## src/rtl/afs_pkg.sv

```systemverilog
// Shared definitions for the assertion failure sequencer: FSM state
// encoding, cause bit positions and default widths.
package afs_pkg;

  localparam int TS_W_DEF      = 48;
  localparam int HOLDOFF_W_DEF = 8;
  localparam int CNT_W_DEF     = 16;

  // Bit positions inside the 2-bit cause word {stop,ucf}
  localparam int CAUSE_STOP = 1;
  localparam int CAUSE_UCF  = 0;

  typedef enum logic [2:0] {
    ST_IDLE    = 3'd0,
    ST_ARMED   = 3'd1,
    ST_HOLDOFF = 3'd2,
    ST_HALT    = 3'd3,
    ST_REPORT  = 3'd4
  } afs_state_e;

  // Pack the two failure terms into the cause word
  function automatic logic [1:0] make_cause(input logic stop, input logic ucf);
    logic [1:0] c;
    c             = '0;
    c[CAUSE_STOP] = stop;
    c[CAUSE_UCF]  = ucf;
    return c;
  endfunction

endpackage

```

## src/rtl/afs_timestamp_ctr.sv

```systemverilog
// Free-running cycle counter used as the failure timestamp.
// Counts every cycle from reset, wraps from all-ones to zero, never stops.
module afs_timestamp_ctr #(
  parameter int W = 48
) (
  input  logic         clk,
  input  logic         rst_n,
  output logic [W-1:0] count_o
);

  logic [W-1:0] r_count;

  // Increment every cycle; natural wrap at all-ones
  always_ff @(posedge clk or negedge rst_n) begin
    if (!rst_n) r_count <= '0;
    else        r_count <= r_count + W'(1);
  end

  assign count_o = r_count;

endmodule

```

## src/rtl/assert_fail_sequencer.sv

```systemverilog
// Assertion failure sequencer: registers the failure term (stop|ucf),
// latches the first cause and its timestamp, waits an optional hold-off,
// requests a halt from the clock controller and then presents a one-shot
// report to the host.
// Optional feature macro: AFS_FAILURE_COUNT_EN adds fail_cnt_o, a saturating
// count of failure rising edges.
//
// Handshakes: halt_req_o stays high for as long as the FSM is in HALT and
// the request completes on any cycle where halt_ack_i is high (including
// the first HALT cycle). The report is a valid/ready pair: rpt_valid_o
// stays high with cause/ts stable until a cycle with rpt_valid_o &
// rpt_ready_i, which is the transfer; the FSM returns to IDLE after it.
module assert_fail_sequencer
  import afs_pkg::*;
#(
  parameter int TS_W      = TS_W_DEF,
  parameter int HOLDOFF_W = HOLDOFF_W_DEF
`ifdef AFS_FAILURE_COUNT_EN
  , parameter int CNT_W   = CNT_W_DEF
`endif
) (
  input  logic                 clk,
  input  logic                 rst_n,
  input  logic                 arm_i,
  input  logic                 clear_i,
  input  logic [HOLDOFF_W-1:0] holdoff_i,
  input  logic                 stop_i,
  input  logic                 ucf_i,
  output logic                 failure_o,
  output logic                 halt_req_o,
  input  logic                 halt_ack_i,
  output logic                 rpt_valid_o,
  input  logic                 rpt_ready_i,
  output logic [1:0]           rpt_cause_o,
  output logic [TS_W-1:0]      rpt_ts_o,
  output logic [2:0]           state_o
`ifdef AFS_FAILURE_COUNT_EN
  , output logic [CNT_W-1:0]   fail_cnt_o
`endif
);

  afs_state_e            r_state;
  afs_state_e            w_state_nxt;
  logic [HOLDOFF_W-1:0]  r_cnt;
  logic [HOLDOFF_W-1:0]  w_cnt_nxt;
  logic                  w_fail;
  logic                  w_capture;
  logic                  r_failure;
  logic [1:0]            r_cause;
  logic [TS_W-1:0]       r_ts;
  logic [TS_W-1:0]       w_ts;

  assign w_fail = stop_i | ucf_i;

  afs_timestamp_ctr #(.W(TS_W)) u_ts (
    .clk     (clk),
    .rst_n   (rst_n),
    .count_o (w_ts)
  );

  // Registered copy of the failure term; also the previous-cycle value for edge detection
  always_ff @(posedge clk or negedge rst_n) begin
    if (!rst_n) r_failure <= 1'b0;
    else        r_failure <= w_fail;
  end

  // FSM state and hold-off counter registers
  always_ff @(posedge clk or negedge rst_n) begin
    if (!rst_n) begin
      r_state <= ST_IDLE;
      r_cnt   <= '0;
    end else begin
      r_state <= w_state_nxt;
      r_cnt   <= w_cnt_nxt;
    end
  end

  // Next-state logic; clear_i overrides any transition
  always_comb begin
    w_state_nxt = r_state;
    w_cnt_nxt   = r_cnt;
    w_capture   = 1'b0;
    if (clear_i) begin
      w_state_nxt = ST_IDLE;
    end else begin
      case (r_state)
        ST_IDLE: begin
          // Failures here are ignored; only arming moves on
          if (arm_i) w_state_nxt = ST_ARMED;
        end
        ST_ARMED: begin
          // A failure in the same cycle as disarm still counts
          if (w_fail) begin
            w_capture = 1'b1;
            if (holdoff_i == '0) begin
              w_state_nxt = ST_HALT;
            end else begin
              w_state_nxt = ST_HOLDOFF;
              w_cnt_nxt   = holdoff_i;
            end
          end else if (!arm_i) begin
            w_state_nxt = ST_IDLE;
          end
        end
        ST_HOLDOFF: begin
          w_cnt_nxt = r_cnt - HOLDOFF_W'(1);
          if (r_cnt == HOLDOFF_W'(1)) w_state_nxt = ST_HALT;
        end
        ST_HALT: begin
          if (halt_ack_i) w_state_nxt = ST_REPORT;
        end
        ST_REPORT: begin
          // rpt_valid_o is high throughout REPORT, so ready alone completes the transfer
          if (rpt_ready_i) w_state_nxt = ST_IDLE;
        end
        default: w_state_nxt = ST_IDLE;
      endcase
    end
  end

  // First-failure capture; frozen until the next capture in ARMED
  always_ff @(posedge clk or negedge rst_n) begin
    if (!rst_n) begin
      r_cause <= '0;
      r_ts    <= '0;
    end else if (w_capture) begin
      r_cause <= make_cause(stop_i, ucf_i);
      r_ts    <= w_ts;
    end
  end

  assign failure_o   = r_failure;
  assign halt_req_o  = (r_state == ST_HALT);
  assign rpt_valid_o = (r_state == ST_REPORT);
  assign rpt_cause_o = r_cause;
  assign rpt_ts_o    = r_ts;
  assign state_o     = r_state;

`ifdef AFS_FAILURE_COUNT_EN
  logic [CNT_W-1:0] r_fail_cnt;

  // Saturating count of failure rising edges in every state
  always_ff @(posedge clk or negedge rst_n) begin
    if (!rst_n)                                          r_fail_cnt <= '0;
    else if (clear_i)                                    r_fail_cnt <= '0;
    else if (w_fail && !r_failure && (r_fail_cnt != '1)) r_fail_cnt <= r_fail_cnt + CNT_W'(1);
  end

  assign fail_cnt_o = r_fail_cnt;
`endif

endmodule

```

## config.mk

```make
export PLATFORM = sky130hd
export DESIGN_NAME = assert_fail_sequencer
export DESIGN_NICKNAME = d
export VERILOG_FILES = /design/src/rtl/afs_pkg.sv /design/src/rtl/afs_timestamp_ctr.sv /design/src/rtl/assert_fail_sequencer.sv
export SDC_FILE = /design/constraint.sdc
export NUM_CORES = 1
export LEC_CHECK = 0
export CAP_MARGIN = 20
export CORE_MARGIN = 2
export CORE_UTILIZATION = 56
export CTS_BUF_LIST = sky130_fd_sc_hd__clkbuf_8
export CTS_CLUSTER_DIAMETER = 150
export DETAILED_ROUTE_END_ITERATION = 12
export PLACE_DENSITY = 0.93
export SLEW_MARGIN = 20
export SYNTH_ARGS = -nofsm -noshare
export SYNTH_HDL_FRONTEND = slang
export SYNTH_SLANG_ARGS = --single-unit
export TNS_END_PERCENT = 20
```

## constraint.sdc

```tcl
create_clock -name clk -period 2.4 [get_ports clk]
set_clock_uncertainty 0.2 [all_clocks]
set_input_delay 0.72 -clock clk [delete_from_list [all_inputs] [get_ports clk]]
set_output_delay 0.72 -clock clk [all_outputs]
set_load 0.01 [all_outputs]
```

==> results.tsv <==
metric	value	unit
synthToLayoutAreaGrowth	25.79	%
rr_worst_depth	6	
drtAntennaViolNets	0	
cts_root_buf	clkbuf_8	
die_width	96.29	um
synth.cell_area	4770	um^2
dp_slack	-0.4202	ns
ys_seq_area_share	57.71	%
max-cap-violations	0	
cp_common_cell	buf_4	
min_path_type	flip-flop to flip-flop	
whs	0.2814	ns
slew_violations	0	
crit_required	2.46	ns
setup_viol	0	
clock_sinks	110	
grt_pass1_wl	16640	um
dieArea	9272	um^2
status	completed	
antennaDiodeCount	0	
syn_area_per_cell	11.81	um^2
synth_cell_types	43	
crit_type	primary input to flip-flop	
synth_ff_type	dfrtp_1	
insertion_delay	0.38	ns
yosys.area.top_type	dfrtp_1	
timing.slew.headroom	62.62	%
via_per_inst	5.682	
tritoncts	done	
ioPinCount	72	
grt_usage	23.62	%
cts_max_path_buffers	2	
path_cells	clkdlybuf4s50_1 -> nor4_1 -> buf_4 -> a2111oi_2 -> o21ai_1 -> buf_4 -> buf_4 -> o21ai_1 -> o21ai_0	
post-route-period-util	97.73	%
numCtsBuffers	9	
worstPathArrival	2.40	ns
synthArstFlopShare	100.0	%
yosysTopAreaCellShare	57.71	%
holdPathEnd	u_ts.count_o[47]$_DFF_PN0_	
hold_depth	1	
synth_edf_count	0	
fmax	426.4	MHz
gp_congestion	0.8298	
post_cts_buffers	0	
port_buffers	71	
grt_max_degree	45	
hold_violations	0	
synth_common_cells	dfrtp_1, mux2_2, nand2_1	
worst_pin_slew	0.5596	ns
min-delay-start	u_ts.count_o[47]$_DFF_PN0_	
synth_nets	423	
setup_tns	0	ns
finalCriticalPeriod	2.345	ns
p_per_area	633.1	nW/um^2
post-route-drc-count	0	
ys_top_cells_by_area	dfrtp_1, mux2_2, xnor2_1	
fillers	543	
start_util	58.05	%
dieHeight	96.29	um
yosys_warnings	0	
fin_ws	0.05455	ns
htreeDepth	3	
yosysMostFrequentCell	dfrtp_1	
core-area	8217	um^2
critPathCaptureType	flip-flop	
critPathMaxStageDelay	0.49	ns
grt_overflow	0	
antenna_found_initial	0	
regToRegEndpoint	r_cnt[2]$_DFFE_PN0P_	
ys_ff_latch	110	
crit_start	holdoff_i[5]	
critPathLaunchType	primary input	
path_clk_slew	0.11	ns
reg2reg_setup_slack	0.22	ns
r2r_start	state_o[1]$_DFFE_PN0P_	
rows	33	
peakVddDrop	0.3758	mV
nets	513	
synthCells	404	
path_max_fanout	9	
drive_gt1_share	19.44	%
vias	3432	
dr.pass1.iters	5	
cpMaxStageDelayCell	clkdlybuf4s50_1	
leakage	0.002749	uW
wl_per_cell	16.63	um
dr.first_iter.drc_count	158	
wirelength	10040	um
dp_hpwl	7251	um
grt_pass1_vias	3542	
-- report_power, final --
group	internal, uW	switching [uW]	leakage [uW]
combinational	318	284	0.00118
clock	484	631	0.0000879
sequential	1980	102	0.00148
-- critical path, delay by kind of cell --
| family | cells | cell delay (ns) |
|---|---|---|
| buf+inv | 4 | 0.94 |
| simple gates | 1 | 0.06 |
| compound gates | 4 | 0.67 |
-- per-layer routing --
| layer | track usage (%) | part of all wire (%) | up-vias |
|---|---|---|---|
| met4 | 7.512 | 2.2 | 0 |
| li1 | - | - | 1595 |
| met5 | 0 | 0 | - |
| met3 | 5.560 | 4.4 | 24 |
| met2 | 41.32 | 51 | 94 |
| met1 | 29.01 | 42 | 1719 |
-- through the flow --
step,total power (uW),cell area (um^2),util [%],cells
finish,3798,6000,73.02,604
global route,3962,6000,73.02,604
floorplan,2384,4770,-,404
global placement,2667,5769,70.21,587
CTS,3811,5982,72.80,604
detailed placement,2709,5769,70.21,587
-- cell families (layout without fill, tap and decap cells) --
family	after synthesis	in the layout	synth area share (%)
and+or+nand+nor	140	140	15.98
DFF	110	110	57.71
xor gates and xnor gates	46	46	8.447
muxes	45	45	10.60
AOI/OAI and AO/OA	33	33	4.276
buffers and inverters	27	122	2.204
adders and majority gates	3	3	0.7871
-- repair_timing --
item                       in CTS  in global routing
pin swaps                       0                  0
gates resized for setup         5                  5
hold buffers                    1                  0
setup endpoints to repair       4                  4
hold endpoints to repair       11                  0
-- worst max path at each step --
| stage | end | slack (ns) | depth (start not counted) |
|---|---|---|---|
| final | r_cnt[3]$_DFFE_PN0P_ | 0.05 | 9 |
| after global routing | r_cnt[6]$_DFFE_PN0P_ | -0.03 | 9 |
| after CTS | r_cnt[3]$_DFFE_PN0P_ | 0.01 | 9 |
| after detailed placement | r_cnt[3]$_DFFE_PN0P_ | -0.42 | 9 |
| after global placement | r_cnt[3]$_DFFE_PN0P_ | -0.29 | 9 |
| after floorplan | rpt_cause_o[0]$_DFFE_PN0P_ | 0.07 | 6 |
-- state kept, by name (all words and copies together), names as in the netlist --
name,cells
rpt_cause_o,2
rpt_ts_o,48
failure_o,1
state_o,3
u_ts.count_o,48
r_cnt,8
-- cell type report --
| class | count | area, um^2 | share of cell area [%] |
|---|---|---|---|
| clock inverters | 7 | 73.82 | 1.230 |
| well taps | 105 | 131.4 | 2.190 |
| repair buffers | 94 | 930.9 | 15.52 |
| inverters | 12 | 45.04 | 0.7508 |
| multi-input cells | 267 | 1941 | 32.35 |
| clock buffers | 9 | 123.9 | 2.065 |
| flip-flops and latches | 110 | 2754 | 45.90 |
-- layout by cell type (no fill, tap or decap), drive strengths merged, types with 3 or more instances in the layout --
cell type      count
nand2             31
ha                 3
inv               13
nor3              16
dfrtp            110
and4               4
clkbuf             9
buf               23
nor4              10
and2               4
nand4             13
clkdlybuf4s50     68
clkinvlp           4
o21ai             13
a22oi              3
a21oi              7
o22a               3
xor2              17
mux2              44
and3               9
nor2              24
nand3             17
xnor2             29
Note: power is estimated with default switching activity, not from simulation.
